[src/rtl/seq_mult_hs.sv]
// Sequential shift-and-add multiplier, W x W -> 2W, with valid/ready handshakes,
// per-transaction signed mode, optional early exit and output backpressure.
module seq_mult_hs #(
    parameter int W          = 8,
    parameter bit EARLY_EXIT = 1'b1
) (
    input  logic             clk,
    input  logic             rst,
    input  logic             in_valid,
    output logic             in_ready,
    input  logic             signed_mode,
    input  logic [W-1:0]     a,
    input  logic [W-1:0]     b,
    output logic             out_valid,
    input  logic             out_ready,
    output logic [2*W-1:0]   product
);

    localparam int CW = (W > 1) ? $clog2(W) : 1;
    localparam logic [W-1:0]   ONE_W  = {{(W-1){1'b0}}, 1'b1};
    localparam logic [2*W-1:0] ONE_2W = {{(2*W-1){1'b0}}, 1'b1};
    localparam logic [CW-1:0]  ONE_C  = {{(CW-1){1'b0}}, 1'b1};
    localparam logic [CW-1:0]  LAST_C = CW'(W - 1);

    typedef enum logic [1:0] {
        S_IDLE   = 2'd0,
        S_CALC   = 2'd1,
        S_FINISH = 2'd2,
        S_DONE   = 2'd3
    } state_t;

    state_t            r_state;
    state_t            w_state_nxt;
    logic [W-1:0]      r_a_sh;
    logic [2*W-1:0]    r_b_sh;
    logic [2*W-1:0]    r_acc;
    logic [CW-1:0]     r_cnt;
    logic              r_neg;
    logic              r_out_valid;
    logic [2*W-1:0]    r_product;

    logic              w_accept;
    logic              w_early;
    logic              w_last;

    // Magnitude of an operand; the most negative value maps onto 2^(W-1),
    // which still fits in W unsigned bits.
    function automatic logic [W-1:0] magnitude(input logic [W-1:0] x, input logic is_signed);
        logic signed [W-1:0] sx;
        sx = signed'(x);
        if (is_signed && (sx < 0))
            return ~x + ONE_W;
        return x;
    endfunction

    function automatic logic [2*W-1:0] apply_sign(input logic [2*W-1:0] x, input logic neg);
        return neg ? (~x + ONE_2W) : x;
    endfunction

    // in_ready is forced low during reset so nothing is accepted while held.
    assign in_ready  = !rst && ((r_state == S_IDLE) || ((r_state == S_DONE) && out_ready));
    assign w_accept  = in_valid && in_ready;
    assign w_early   = EARLY_EXIT && (r_a_sh == '0);
    assign w_last    = (r_cnt == LAST_C);
    assign out_valid = r_out_valid;
    assign product   = r_product;

    always_ff @(posedge clk or posedge rst) begin
        if (rst)
            r_state <= S_IDLE;
        else
            r_state <= w_state_nxt;
    end

    always_comb begin
        w_state_nxt = r_state;
        case (r_state)
            S_IDLE:   if (w_accept) w_state_nxt = S_CALC;
            S_CALC:   if (w_early || w_last) w_state_nxt = S_FINISH;
            S_FINISH: w_state_nxt = S_DONE;
            S_DONE: begin
                if (out_ready)
                    w_state_nxt = w_accept ? S_CALC : S_IDLE;
            end
            default:  w_state_nxt = S_IDLE;
        endcase
    end

    // Datapath: load on accept, one shift/add step per CALC edge.
    always_ff @(posedge clk or posedge rst) begin
        if (rst) begin
            r_a_sh <= '0;
            r_b_sh <= '0;
            r_acc  <= '0;
            r_cnt  <= '0;
            r_neg  <= 1'b0;
        end else if (w_accept) begin
            r_a_sh <= magnitude(a, signed_mode);
            r_b_sh <= {{W{1'b0}}, magnitude(b, signed_mode)};
            r_acc  <= '0;
            r_cnt  <= '0;
            r_neg  <= signed_mode && (a[W-1] ^ b[W-1]);
        end else if ((r_state == S_CALC) && !w_early) begin
            if (r_a_sh[0])
                r_acc <= r_acc + r_b_sh;
            r_a_sh <= r_a_sh >> 1;
            r_b_sh <= r_b_sh << 1;
            r_cnt  <= r_cnt + ONE_C;
        end
    end

    // Result register only moves in FINISH and is held across the handshake.
    always_ff @(posedge clk or posedge rst) begin
        if (rst) begin
            r_out_valid <= 1'b0;
            r_product   <= '0;
        end else if (r_state == S_FINISH) begin
            r_out_valid <= 1'b1;
            r_product   <= apply_sign(r_acc, r_neg);
        end else if ((r_state == S_DONE) && out_ready) begin
            r_out_valid <= 1'b0;
        end
    end

endmodule

[config.mk]
export PLATFORM = sky130hd
export DESIGN_NAME = seq_mult_hs
export DESIGN_NICKNAME = d
export VERILOG_FILES = /design/src/rtl/seq_mult_hs.sv
export SDC_FILE = /design/constraint.sdc
export NUM_CORES = 1
export LEC_CHECK = 0
export ABC_AREA = 1
export CORE_MARGIN = 8
export CORE_UTILIZATION = 55
export DETAILED_ROUTE_END_ITERATION = 7
export PLACE_DENSITY_LB_ADDON = 0.12
export SYNTH_ARGS = -nofsm -noshare
export SYNTH_HDL_FRONTEND = slang
export SYNTH_SLANG_ARGS = --single-unit
[constraint.sdc]
create_clock -name clk -period 3.2 [get_ports clk]
set_input_delay 0.48 -clock clk [delete_from_list [all_inputs] [get_ports clk]]
set_output_delay 0.48 -clock clk [all_outputs]
set_load 0.02 [all_outputs]
## Word-level counts from Yosys, hierarchy flattened

Cells that the tools add are included.

- Add/subtract/negate cells: 5
- $lt $le $gt $ge: 2
- Equal/unequal tests: 7
- Muxes and demuxes: 25
- Bitwise gates (word level): 4
- Reductions and logical operators: 18

Operator list:

| cell | count |
|---|---|
| $mux 16 | 6 |
| $mux 8 | 6 |
| $add 16x1->16 const B | 1 |
| $add 16x16->16 | 1 |
| $add 8x1->8 const B | 2 |
| $lt 8x1->1 const B | 2 |
| $not 16->16 | 1 |
| $not 8->8 | 2 |
| $logic_not 8->1 | 1 |
| $pmux 2 s4 | 1 |
| $logic_and 1x1->1 | 7 |
| $mux 1 | 7 |
| $mux 2 | 3 |
| $mux 3 | 2 |
| $ne 2x2->1 const B | 3 |
| $reduce_bool 2->1 | 3 |
| $eq 2x2->1 const B | 2 |
| $add 3x1->3 const B | 1 |
| $eq 3x3->1 const B | 1 |
| $reduce_and 3->1 | 1 |
| $eq 2x1->1 const B | 1 |
| $logic_not 1->1 | 2 |
| $logic_not 2->1 | 1 |
| $logic_or 1x1->1 | 2 |
| 2 further kinds | 2 |

- Register bits: 63
- Output and inout bits: 18
- Word-level logic and storage cells: 69

## Depth between registers and ports, before layout

- Word-level depth: 8
- Depth in mapped cells: 11

## Least setup slack after synthesis

Ideal clock, no wire load.

- Path type: register to register
- Start: register r_state[0]
- End: register r_acc[12]
- Setup time: 0.117 ns
- Arrival: 1.652 ns
- Data required time: 3.083 ns
- Slack: 1.430 ns
- Cell stages (with the launch flop): 12
- Cell sequence: dfrtp_1 inv_1 ha_1 inv_1 a21oi_4 nand2_2 buf_6 nand2_8 o21ai_4 buf_6 nand2_1 nand2_1

- Cells in the longest elaborated chain, start to end: 7
- Elaborated cells between the ends (all ways): 12
- Classes of those cells: eq/ne: 2; mux: 1; reduce/logical: 9

RTL lines:

| what | RTL line | RTL |
|---|---|---|
| start, declared | 32 | `state_t r_state;` |
| start signal, assigned | 72 | `r_state <= w_state_nxt;` |
| $eq 2x2->1 | 61 | `assign in_ready = !rst && ((r_state == S_IDLE) \|\| ((r_state == S_DONE) && out_ready));` |
| $logic_and 1x1->1 | 61 |  |
| $logic_or 1x1->1 (*) | 61 |  |
| $logic_and 1x1->1 (*) | 61 |  |
| named net in_ready | 10 | `output logic in_ready,` |
| $logic_and 1x1->1 (*) | 62 | `assign w_accept = in_valid && in_ready;` |
| $reduce_bool 2->1 (no line) | n/a |  |
| $reduce_and 2->1 (no line) | n/a |  |
| end signal, assigned | 105 | `r_acc <= r_acc + r_b_sh;` |
| end, declared | 36 | `logic [2*W-1:0] r_acc;` |

The timed path passes the listed nets; every way through them passes the cells marked *.
A chain may end at the register's enable or synchronous reset.

## Worst setup path after layout

- Start: register r_state[0]
- End: output port in_ready

- Cells in the longest elaborated chain, start to end: 4
- Elaborated cells between the ends (all ways): 5
- Classes of those cells: eq/ne: 1; reduce/logical: 4

RTL lines:

| what | RTL line |
|---|---|
| $eq 2x2->1 | 61 |
| $logic_and 1x1->1 | 61 |
| $logic_or 1x1->1 (*) | 61 |
| $logic_and 1x1->1 (*) | 61 |
| end, declared | 10 |

Every way passes the cells marked *; elsewhere a longest branch is shown, timed or not.

==> metrics <==
Total GRT Usage 19.11%; Mapped Nets 646; TritonCTS clock tree done; Async S/R FF share, synth 100.0%; post-synthesis mux area share 0%; largest family of logic cells by synthesized area simple AND/OR/NAND/NOR gates; layout cells sized above 1 5.426%; synth top area cells dfrtp_1, nand2_1, ha_1, inv_1, nand3_1; grt total ovfl 0; TNS Setup 0 ns; Critical-path top delay cell clkdlybuf4s50_1; Largest delay share family, worst path buffers and inverters; most instantiated library cell after synthesis nand2_1; chip height 103.5 um; Tcrit/Tclk final 75.86%; Hold Crit Class register to register; top cells by count, synth nand2_1, inv_1, dfrtp_1, nor2_1, nand3_1; fillers 661; flip-flop and latch count after synthesis 63; CP Launch Type register; Setup-failing EPs final 0; worst path cell trace inv_1, ha_1, inv_1, a21oi_4, clkdlybuf4s50_1; number of nets with antenna violations after routing 0; CP Data Required Time 2.72 ns; Yosys warning total 0; Fmax 411.9 MHz; Core Region 7567 um^2; Unique masters post-synth 35; worst reg2reg endpoint r_acc[12]; cell area after synthesis 4214 um^2; Die ar. 10720 um^2; pwr dens 854.4 nW/um^2; VDD IR max 0.3708 mV; CP max stage delay 0.63 ns; DRT Wirelength 9971 um; pin count of the biggest net entering global routing 29; Final nets 687; hold depth 2; Worst R2R Setup Slack 1.00 ns; Initial Utilization 55.69%; register area share after synthesis 37.41%; P&R area growth vs syn 16.33%; Hold Path Sink product[15]; origin of the critical flop-to-flop path r_state[0]; Final Skew 0.006917 ns; CP Data Arrival Time 1.95 ns; via count 3886; Synth Area in Compound Gates 8.700%; initial antenna violation count 0; Die Wd 103.5 um; Hold Crit Start product[15]; CTS max path bufs 2; First-pass DRT Iterations 4; Leakage 2.595 nW; count of buffers from port buffering 38; clk slew on worst S/H paths 0.08 ns; Critical path buffers and inverters 3; final slew viol count 0; H-tree levels 3; Rows 32; Post-Syn Instances 599; Crit. End Element output port; Max Cap Viol 0; minimum clock period 2.428 ns; status completed; most used cell, CP inv_1; Final Hold Fails 0; DRC violations left 0; HPWL reported at the end of detailed placement 7672 um; Worst-Margin Slew 0.6657 ns; RSZ-0062 raised after global routing false; num ports 39; hold slack 0.4813 ns; Top FF cell, synth dfrtp_1; vias per cell 5.202; DRT iter0 DRCs 226; Mean Syn Cell Area 7.035 um^2; Clock Latency Late Sink 0.34 ns; gpl congestion 0.8737; vias in the first global route 3897; post-CTS setup buffers 0; Resized Gates After CTS 0; clk root buf clkbuf_8; Post-synth EDFFs 0; total clock buffers created by CTS 9; post-synth top area share 37.41%; Critical Path Fanout Max 5; diodes inserted 0; Avg WL per Cell 13.35 um; xor and xnor area share after synthesis 2.494%; leading area contributor after synthesis dfrtp_1; clk sink count 63; first-pass GRT wire length 17310 um; Worst R2R Path Depth 9; critical setup path kind register to output port; Post-Synth Simple-Gate Area 34.95%; post-synthesis adder-cell area fraction 7.898%; Worst slew margin 55.57%; CTS Hold Buffers Added 0
## power breakdown
group          total, mW  internal [mW]  switching, mW
Sequential          1.38           1.08          0.294
Combinational       2.01          0.772           1.24
Clock              0.799          0.464          0.335
## cells in the final DEF (no fill, tap or decap), types with 3 or more instances in the layout
cell and n:
ha_1 25, nand2_2 3, inv_2 3, o211ai_1 10
inv_1 74, clkbuf_8 10, nor2_1 46, a21oi_1 10
dfrtp_1 63, nand3_1 37, nand3b_1 9, nor3_1 5
clkdlybuf4s50_1 38, o21ai_0 29, nand2_1 236, o22ai_1 7
xnor2_1 3, xor2_1 9, or2_2 4
## registers in the layout (all words and copies together), names as in the netlist
name	cells
r_acc	16
r_cnt	3
r_neg	1
r_b_sh	16
out_valid	1
r_state	2
product	16
r_a_sh	8
## per-layer routing
layer  part of all wire [%]  GRT usage, %
met5                      0             0
met4                    2.1         9.444
met3                    2.6         2.230
met2                     50         33.36
met1                     45         22.68
## through the flow
stage	setup slack [ns]	instances	power (mW)	instance area, um^2	utilization (%)
6_report	0.7724	747	4.189	4902	64.78
5_1_grt	0.6551	747	4.532	4902	64.78
4_1_cts	0.7457	747	4.206	4902	64.78
3_5_place_dp	0.8612	731	3.390	4672	61.74
3_3_place_gp	0.9102	731	3.331	4672	61.74
2_1_floorplan	1.150	599	2.835	4214	-
## tightest hold or removal path, cell delays in order (launching register included)
cell and delay [ns]:
dfrtp_1 0.35, nand2_1 0.05, nand2_1 0.05
## how the worst max path moves through the flow
stage	from	to	slack, ns	cells after the start
after global routing	r_state[0]	in_ready	0.66	5
after CTS	r_state[0]	in_ready	0.75	5
after global placement	out_ready	r_acc[12]	0.91	8
after detailed placement	rst	r_acc[6]	0.86	7
after floorplan	rst	out_valid	1.15	1
final	r_state[0]	in_ready	0.77	5
## layout make-up
| cell class | instances | area [um^2] | area share, % |
|---|---|---|---|
| Sequential cell | 63 | 1577 | 32.16 |
| Multi-Input combinational cell | 448 | 2277 | 46.45 |
| Inverter | 78 | 295.3 | 6.023 |
| Tap cell | 102 | 127.6 | 2.603 |
| Timing Repair Buffer | 40 | 395.4 | 8.065 |
| Clock inverter | 6 | 92.59 | 1.889 |
| Clock buffer | 10 | 137.6 | 2.808 |
## kinds of logic (layout without fill, tap and decap cells)
family	after synthesis	after routing
AO/OA/AOI/OAI	61	61
XOR/XNOR	12	12
adder cells (fa/ha/maj)	26	26
buffers and inverters	88	134
flip-flops	63	63
AND/OR/NAND/NOR	349	349
(Power assumes the default switching activity.)
